### src/rtl/slice_serial_adder_pkg.sv
// Shared definitions for the slice-serial adder.
//   state_e   : controller states (IDLE/RUN/DONE keep their original 0/1/2 codes)
//   clog2     : ceiling log2, for constant width calculations
//   idx_width : slice-index width, never less than one bit
package slice_serial_adder_pkg;

  typedef enum logic [1:0] {
    ST_IDLE = 2'd0,
    ST_RUN  = 2'd1,
    ST_DONE = 2'd2
  } state_e;

  function automatic int unsigned clog2(input int unsigned v);
    int unsigned r;
    r = 0;
    for (int unsigned i = 0; i < 32; i++) begin
      if ((64'd1 << i) < 64'(v)) r = i + 1;
    end
    return r;
  endfunction

  function automatic int unsigned idx_width(input int unsigned w);
    return (clog2(w) < 1) ? 1 : clog2(w);
  endfunction

endpackage

### src/rtl/slice_serial_adder_if.sv
// Handshake bundle for slice_serial_adder.
//   in_valid/in_ready/in_a/in_b/in_cin : operand request (producer -> adder)
//   out_valid/out_ready/out_sum/out_cout/out_ovf : result (adder -> consumer)
//   busy : adder is in RUN or DONE
// master = producer/consumer side, slave = adder side.
interface slice_serial_adder_if #(
  parameter int unsigned N = 4,
  parameter int unsigned W = 4
);
  logic             in_valid;
  logic             in_ready;
  logic [N*W-1:0]   in_a;
  logic [N*W-1:0]   in_b;
  logic             in_cin;
  logic             out_valid;
  logic             out_ready;
  logic [N*W-1:0]   out_sum;
  logic             out_cout;
  logic             out_ovf;
  logic             busy;

  modport master (
    output in_valid, in_a, in_b, in_cin, out_ready,
    input  in_ready, out_valid, out_sum, out_cout, out_ovf, busy
  );

  modport slave (
    input  in_valid, in_a, in_b, in_cin, out_ready,
    output in_ready, out_valid, out_sum, out_cout, out_ovf, busy
  );
endinterface

### src/rtl/slice_serial_adder_rca.sv
// N-bit ripple-carry adder, purely combinational.
//   a, b  : addends
//   cin   : carry into bit 0
//   sum   : a + b + cin (mod 2^N)
//   cout  : carry out of every bit position; cout[N-1] is the adder carry-out,
//           cout[N-2] is the carry into the MSB
module rca #(
  parameter int unsigned N = 4
) (
  input  logic [N-1:0] a,
  input  logic [N-1:0] b,
  input  logic         cin,
  output logic [N-1:0] sum,
  output logic [N-1:0] cout
);

  always_comb begin
    logic c;
    sum  = '0;
    cout = '0;
    c    = cin;
    for (int unsigned i = 0; i < N; i++) begin
      sum[i]  = a[i] ^ b[i] ^ c;
      c       = (a[i] & b[i]) | (c & (a[i] ^ b[i]));
      cout[i] = c;
    end
  end

endmodule

### src/rtl/slice_serial_adder.sv
// Slice-serial adder: adds two N*W-bit operands one N-bit slice per clock
// through a single N-bit ripple-carry adder, carrying between slices in a
// register. One operation takes W RUN cycles plus the accept and release
// cycles.
//   clk, rst_n : clock, asynchronous active-low reset
//   bus        : slave side of slice_serial_adder_if (operand and result
//                handshakes, busy)
module slice_serial_adder
  import slice_serial_adder_pkg::*;
#(
  parameter int unsigned N = 4,
  parameter int unsigned W = 4
) (
  input  logic                  clk,
  input  logic                  rst_n,
  slice_serial_adder_if.slave   bus
);

  localparam int unsigned OW = N * W;
  localparam int unsigned IW = idx_width(W);
  localparam logic [IW-1:0] LAST_IDX = IW'(W - 1);

  state_e          state_q, state_d;
  logic [IW-1:0]   idx_q, idx_d;
  logic            carry_q, carry_d;
  logic [OW-1:0]   a_sh_q, a_sh_d;
  logic [OW-1:0]   b_sh_q, b_sh_d;
  logic [OW-1:0]   out_sum_q, out_sum_d;
  logic            out_cout_q, out_cout_d;
  logic            out_ovf_q, out_ovf_d;
  logic            in_ready_q, in_ready_d;
  logic            out_valid_q, out_valid_d;
  logic            busy_q, busy_d;

  logic [N-1:0]    rca_a, rca_b, rca_sum, rca_cout;
  logic            rca_cin;
  logic            unused_cout_low;

  always_comb begin
    rca_a           = a_sh_q[N-1:0];
    rca_b           = b_sh_q[N-1:0];
    rca_cin         = carry_q;
    // Only the top two per-bit carries feed the datapath.
    unused_cout_low = ^rca_cout;
  end

  rca #(.N(N)) u_rca (
    .a    (rca_a),
    .b    (rca_b),
    .cin  (rca_cin),
    .sum  (rca_sum),
    .cout (rca_cout)
  );

  always_comb begin
    state_d    = state_q;
    idx_d      = idx_q;
    carry_d    = carry_q;
    a_sh_d     = a_sh_q;
    b_sh_d     = b_sh_q;
    out_sum_d  = out_sum_q;
    out_cout_d = out_cout_q;
    out_ovf_d  = out_ovf_q;

    case (state_q)
      ST_IDLE: begin
        if (bus.in_valid && in_ready_q) begin
          a_sh_d  = bus.in_a;
          b_sh_d  = bus.in_b;
          carry_d = bus.in_cin;
          idx_d   = '0;
          state_d = ST_RUN;
        end
      end
      ST_RUN: begin
        out_sum_d[32'(idx_q) * N +: N] = rca_sum;
        carry_d = rca_cout[N-1];
        a_sh_d  = a_sh_q >> N;
        b_sh_d  = b_sh_q >> N;
        if (idx_q == LAST_IDX) begin
          out_cout_d = rca_cout[N-1];
          out_ovf_d  = rca_cout[N-1] ^ rca_cout[N-2];
          state_d    = ST_DONE;
        end else begin
          idx_d = idx_q + IW'(1);
        end
      end
      ST_DONE: begin
        if (bus.out_ready) state_d = ST_IDLE;
      end
      default: state_d = ST_IDLE;
    endcase

    // Handshake outputs are registered copies of the next state.
    in_ready_d  = (state_d == ST_IDLE);
    out_valid_d = (state_d == ST_DONE);
    busy_d      = (state_d != ST_IDLE);
  end

  always_ff @(posedge clk or negedge rst_n) begin
    if (!rst_n) begin
      state_q     <= ST_IDLE;
      idx_q       <= '0;
      carry_q     <= 1'b0;
      a_sh_q      <= '0;
      b_sh_q      <= '0;
      out_sum_q   <= '0;
      out_cout_q  <= 1'b0;
      out_ovf_q   <= 1'b0;
      in_ready_q  <= 1'b1;
      out_valid_q <= 1'b0;
      busy_q      <= 1'b0;
    end else begin
      state_q     <= state_d;
      idx_q       <= idx_d;
      carry_q     <= carry_d;
      a_sh_q      <= a_sh_d;
      b_sh_q      <= b_sh_d;
      out_sum_q   <= out_sum_d;
      out_cout_q  <= out_cout_d;
      out_ovf_q   <= out_ovf_d;
      in_ready_q  <= in_ready_d;
      out_valid_q <= out_valid_d;
      busy_q      <= busy_d;
    end
  end

  always_comb begin
    bus.in_ready  = in_ready_q;
    bus.out_valid = out_valid_q;
    bus.out_sum   = out_sum_q;
    bus.out_cout  = out_cout_q;
    bus.out_ovf   = out_ovf_q;
    bus.busy      = busy_q;
  end

endmodule
### src/flat_wrapper.sv
// flat-port wrapper written by rule: the top's interface ports become plain ports
module slice_serial_adder_flat import slice_serial_adder_pkg::*;
#(
  parameter int unsigned N = 4,
  parameter int unsigned W = 4
)
  (clk, rst_n, bus_in_valid, bus_in_a, bus_in_b, bus_in_cin, bus_out_ready, bus_in_ready, bus_out_valid, bus_out_sum, bus_out_cout, bus_out_ovf, bus_busy);
  slice_serial_adder_if #(.N(N), .W(W)) bus_i ();
  input  logic clk;
  input  logic rst_n;
  input wire logic [$bits(bus_i.in_valid)-1:0] bus_in_valid;
  input wire logic [$bits(bus_i.in_a)-1:0] bus_in_a;
  input wire logic [$bits(bus_i.in_b)-1:0] bus_in_b;
  input wire logic [$bits(bus_i.in_cin)-1:0] bus_in_cin;
  input wire logic [$bits(bus_i.out_ready)-1:0] bus_out_ready;
  output wire logic [$bits(bus_i.in_ready)-1:0] bus_in_ready;
  output wire logic [$bits(bus_i.out_valid)-1:0] bus_out_valid;
  output wire logic [$bits(bus_i.out_sum)-1:0] bus_out_sum;
  output wire logic [$bits(bus_i.out_cout)-1:0] bus_out_cout;
  output wire logic [$bits(bus_i.out_ovf)-1:0] bus_out_ovf;
  output wire logic [$bits(bus_i.busy)-1:0] bus_busy;
  assign bus_i.in_valid = bus_in_valid;
  assign bus_i.in_a = bus_in_a;
  assign bus_i.in_b = bus_in_b;
  assign bus_i.in_cin = bus_in_cin;
  assign bus_i.out_ready = bus_out_ready;
  assign bus_in_ready = bus_i.in_ready;
  assign bus_out_valid = bus_i.out_valid;
  assign bus_out_sum = bus_i.out_sum;
  assign bus_out_cout = bus_i.out_cout;
  assign bus_out_ovf = bus_i.out_ovf;
  assign bus_busy = bus_i.busy;
  slice_serial_adder #(.N(N), .W(W)) u_core (.clk(clk), .rst_n(rst_n), .bus(bus_i));
endmodule
### config.mk
export PLATFORM = sky130hd
export DESIGN_NAME = slice_serial_adder_flat
export DESIGN_NICKNAME = d
export VERILOG_FILES = /design/src/rtl/slice_serial_adder_pkg.sv /design/src/rtl/slice_serial_adder_if.sv /design/src/rtl/slice_serial_adder_rca.sv /design/src/rtl/slice_serial_adder.sv /design/src/flat_wrapper.sv
export SDC_FILE = /design/constraint.sdc
export NUM_CORES = 1
export LEC_CHECK = 0
export ABC_AREA = 1
export CAP_MARGIN = 20
export CELL_PAD_IN_SITES_DETAIL_PLACEMENT = 2
export CELL_PAD_IN_SITES_GLOBAL_PLACEMENT = 2
export CORE_ASPECT_RATIO = 0.7
export CORE_MARGIN = 5
export CORE_UTILIZATION = 32
export CTS_CLUSTER_SIZE = 40
export DETAILED_ROUTE_END_ITERATION = 10
export HOLD_SLACK_MARGIN = 0.1
export MAX_ROUTING_LAYER = met4
export PLACE_DENSITY = 0.87
export SETUP_SLACK_MARGIN = 0.1
export SLEW_MARGIN = 5
export SYNTH_ARGS = -nofsm -noshare
export SYNTH_HDL_FRONTEND = slang
export SYNTH_SLANG_ARGS = --single-unit
### constraint.sdc
create_clock -name clk -period 5.79 [get_ports clk]
set_input_delay 0.8685 -clock clk [delete_from_list [all_inputs] [get_ports clk]]
set_output_delay 0.8685 -clock clk [all_outputs]
set_load 0.01 [all_outputs]
==> flow_summary_export.csv <==
group,metric,value,unit
clocking,ctsHoldBuffers,0,
synthesis,yosys_warnings,0,
timing,hold_viol,0,
grt,track_usage,0.210,
timing,timing.final.crit_period,2840,ps
placement,dp_cells,531,
die,die_area,0.0110,mm²
setup_path,worst-path-max-fanout,3,
timing,worstMarginPinSlew,760,ps
cells_and_area,fin_nets,469,
grt,grt_max_degree,59,
cells_and_area,fillers,1023,
die,coreArea,0.00862,mm²
placement,hpwl,6.31,mm
timing,finalSetupViolCount,0,
setup_path,start_kind,"register",
die,fp.dieH,89.3,µm
outcome,status,"completed",
clocking,cts_tree,"built",
detailed_routing,drt-initial-drc-count,117,
setup_path,ff2ff_path_depth,8,
setup_path,r2r-end,"u_core.carry_q",
setup_path,cp.required,5990,ps
synthesis,syn_nets,413,
timing,clock-skew-final,7.25,ps
clocking,clock_tree.htree_level_count,3,
detailed_routing,vias,2692,
timing,fin_crit_sh,0.490,
clocking,cts_buffer_depth,2,
detailed_routing,avgViaCountPerCell,4.92,
detailed_routing,drt_wl_total,10.3,mm
cells_and_area,insertedDiodeCount,0,
timing,finalMaxSlewViolations,0,
detailed_routing,dr.pass1.iters,4,
grt,antenna_found_initial,0,
clocking,clkSinkCount,58,
detailed_routing,wl_per_cell,18.8,µm
worst_hold_path,whs_endpoint,"u_core.a_sh_q[12]",
cells_and_area,areaGrowthSynthToFinish,34.2,%
setup_path,endpoint_kind,"register",
synthesis,synth-seq-cells,58,
grt,grt_pass1_wl,16.9,mm
synthesis,avgSynthCellArea,7.85,µm²
die,rows,28,
timing,max_freq,353,MHz
synthesis,synth_cell_types,22,
clocking,cts_setup_buffers,0,
synthesis,netlist_area,0.00287,mm²
setup_path,r2r_slack,2950,ps
clocking,clk_pin_slew,60,ps
power_and_ir_drop,power.leakage,2.00,nW
grt,grt_pass1_vias,3088,
worst_hold_path,hold_path_class,"reg -> reg",
clocking,clk_latency,330,ps
setup_path,worstSetupPathType,"reg -> reg",
synthesis,ys_seq_area_frac,0.505,
cells_and_area,drive_gt1_frac,0.0656,
placement,gp_congestion,0.828,
synthesis,synthCells,366,
placement,numPortBuffers,57,
timing,finalSetupTns,0,ps
die,start_util,0.333,
timing,slew_headroom,0.493,
clocking,cts_root_buf,"clkbuf_16",
grt,overflow,0,
timing,rsz0062_at_grt,"no",
clocking,cts_made_buffers,9,
setup_path,timing.rr.start,"u_core.b_sh_q[0]",
die,die_w,123,µm
power_and_ir_drop,ir_drop,0.170,mV
detailed_routing,drcViolationCount,0,
cells_and_area,final_cells,547,
clocking,cts.repair.resized,0,
setup_path,crit_arrival,3030,ps
worst_hold_path,whs_path_depth,2,
detailed_routing,ant_nets,0,
power_and_ir_drop,power_per_cell_area,615,mW/mm²
die,pin_count,58,
worst_hold_path,hold_start,"u_core.a_sh_q[12]",
run,drv_cap,0,
## flip-flops by register name (all words and copies together), names as in the netlist, 2 cells and up
signal              count
u_core.b_sh_q          16
u_core.idx_q            2
u_core.bus.out_sum     16
u_core.state_q          2
u_core.a_sh_q          16
## routing by layer
layer  track usage  vias up  share of wire
met5             -        -              0
met4        0.0683        0          0.022
met3        0.0386       16          0.034
met2         0.357       70           0.50
met1         0.256     1350           0.44
li1              -     1256              -
## worst max-delay path, stage by stage, from the launching register on
cell and delay [ps]:
dfrtp_1 440, fa_1 500, fa_1 410, fa_1 430, fa_1 510, nand3_1 170
nand2_1 70, nand2_1 80, nand2_1 100
## report_power, final
| group | total (mW) | leakage, nW | internal [mW] | switching (mW) |
|---|---|---|---|---|
| Sequential | 0.708 | 0.755 | 0.569 | 0.139 |
| Combinational | 1.08 | 1.09 | 0.366 | 0.717 |
| Clock | 0.579 | 0.156 | 0.387 | 0.192 |
## per-stage QoR
step	total power, mW	hold WS, ps	instance area (µm²)	util	worst slack (ps)
6_report	2.37	475	3860	0.448	2950
5_1_grt	2.55	503	3860	0.448	2860
4_1_cts	2.39	480	3860	0.448	2960
3_5_place_dp	1.73	467	3540	0.410	3140
3_3_place_gp	1.63	455	3510	0.407	3100
2_1_floorplan	1.35	443	2870	-	3350
## placed cells by master (no fill, tap or decap)
cell	instances
nand2_1	191
dfrtp_1	57
clkdlybuf4s50_1	56
nand3_1	44
inv_1	14
nor2_1	10
clkbuf_16	9
o21ai_0	8
nand4_1	6
ha_1	6
fa_1	4
nor2_2	2
nand3_2	2
clkinv_2	2
bufinv_16	2
buf_8	2
buf_4	2
clkinv_1	1
inv_2	1
nand2_2	1
a21oi_2	1
xor2_1	1
clkbuf_1	1
clkinvlp_4	1
clkbuf_8	1
buf_2	1
dfstp_2	1
## area by class of cell
| class | instances | area, µm² | share of cell area |
|---|---|---|---|
| clock inverter | 5 | 77.6 | 0.0201 |
| sequential | 58 | 1450 | 0.377 |
| inverter | 16 | 60.1 | 0.0156 |
| timing repair buffer | 61 | 611 | 0.158 |
| multi-input combinational | 276 | 1260 | 0.328 |
| clock buffer | 11 | 243 | 0.0629 |
| tap | 120 | 150 | 0.0389 |
## how the worst max path moves through the flow
| stage | depth (start not counted) | start | to |
|---|---|---|---|
| finish | 8 | u_core.b_sh_q[0] | u_core.carry_q |
| global placement | 5 | bus_in_valid | u_core.b_sh_q[3] |
| floorplan | 8 | u_core.b_sh_q[0] | u_core.bus.out_sum[15] |
| global route | 7 | u_core.b_sh_q[0] | u_core.bus.out_ovf |
| CTS | 8 | u_core.b_sh_q[0] | u_core.carry_q |
| detailed placement | 8 | u_core.b_sh_q[0] | u_core.bus.out_sum[15] |
## synthesized netlist by cell type
| cell | n | area [µm²] |
|---|---|---|
| a21oi_2 | 1 | 8.76 |
| inv_1 | 14 | 52.6 |
| nand4_1 | 6 | 37.5 |
| nand3_1 | 44 | 220 |
| o21ai_0 | 8 | 40.0 |
| clkinv_1 | 1 | 3.75 |
| inv_2 | 1 | 3.75 |
| nand3_2 | 2 | 20.0 |
| buf_6 | 1 | 11.3 |
| buf_1 | 2 | 7.51 |
| xor2_1 | 1 | 8.76 |
| ha_1 | 6 | 75.1 |
| nor2_1 | 10 | 37.5 |
| clkbuf_1 | 3 | 11.3 |
| nor2_2 | 2 | 12.5 |
| dfrtp_1 | 57 | 1430 |
| nand2_2 | 1 | 6.26 |
| dfstp_2 | 1 | 26.3 |
| buf_4 | 7 | 52.6 |
| nand2_1 | 191 | 717 |
| buf_2 | 3 | 15.0 |
| fa_1 | 4 | 80.1 |
## cell families (layout without fill, tap and decap cells)
group,Yosys count,count (layout),share of synthesized area
AND/OR/NAND/NOR,256,256,0.366
flip-flops,58,58,0.505
buffers and inverters,32,93,0.0549
adder cells (fa/ha/maj),10,10,0.0540
AO/OA/AOI/OAI,9,9,0.0170
XOR/XNOR,1,1,0.00305
(Power assumes the default switching activity.)
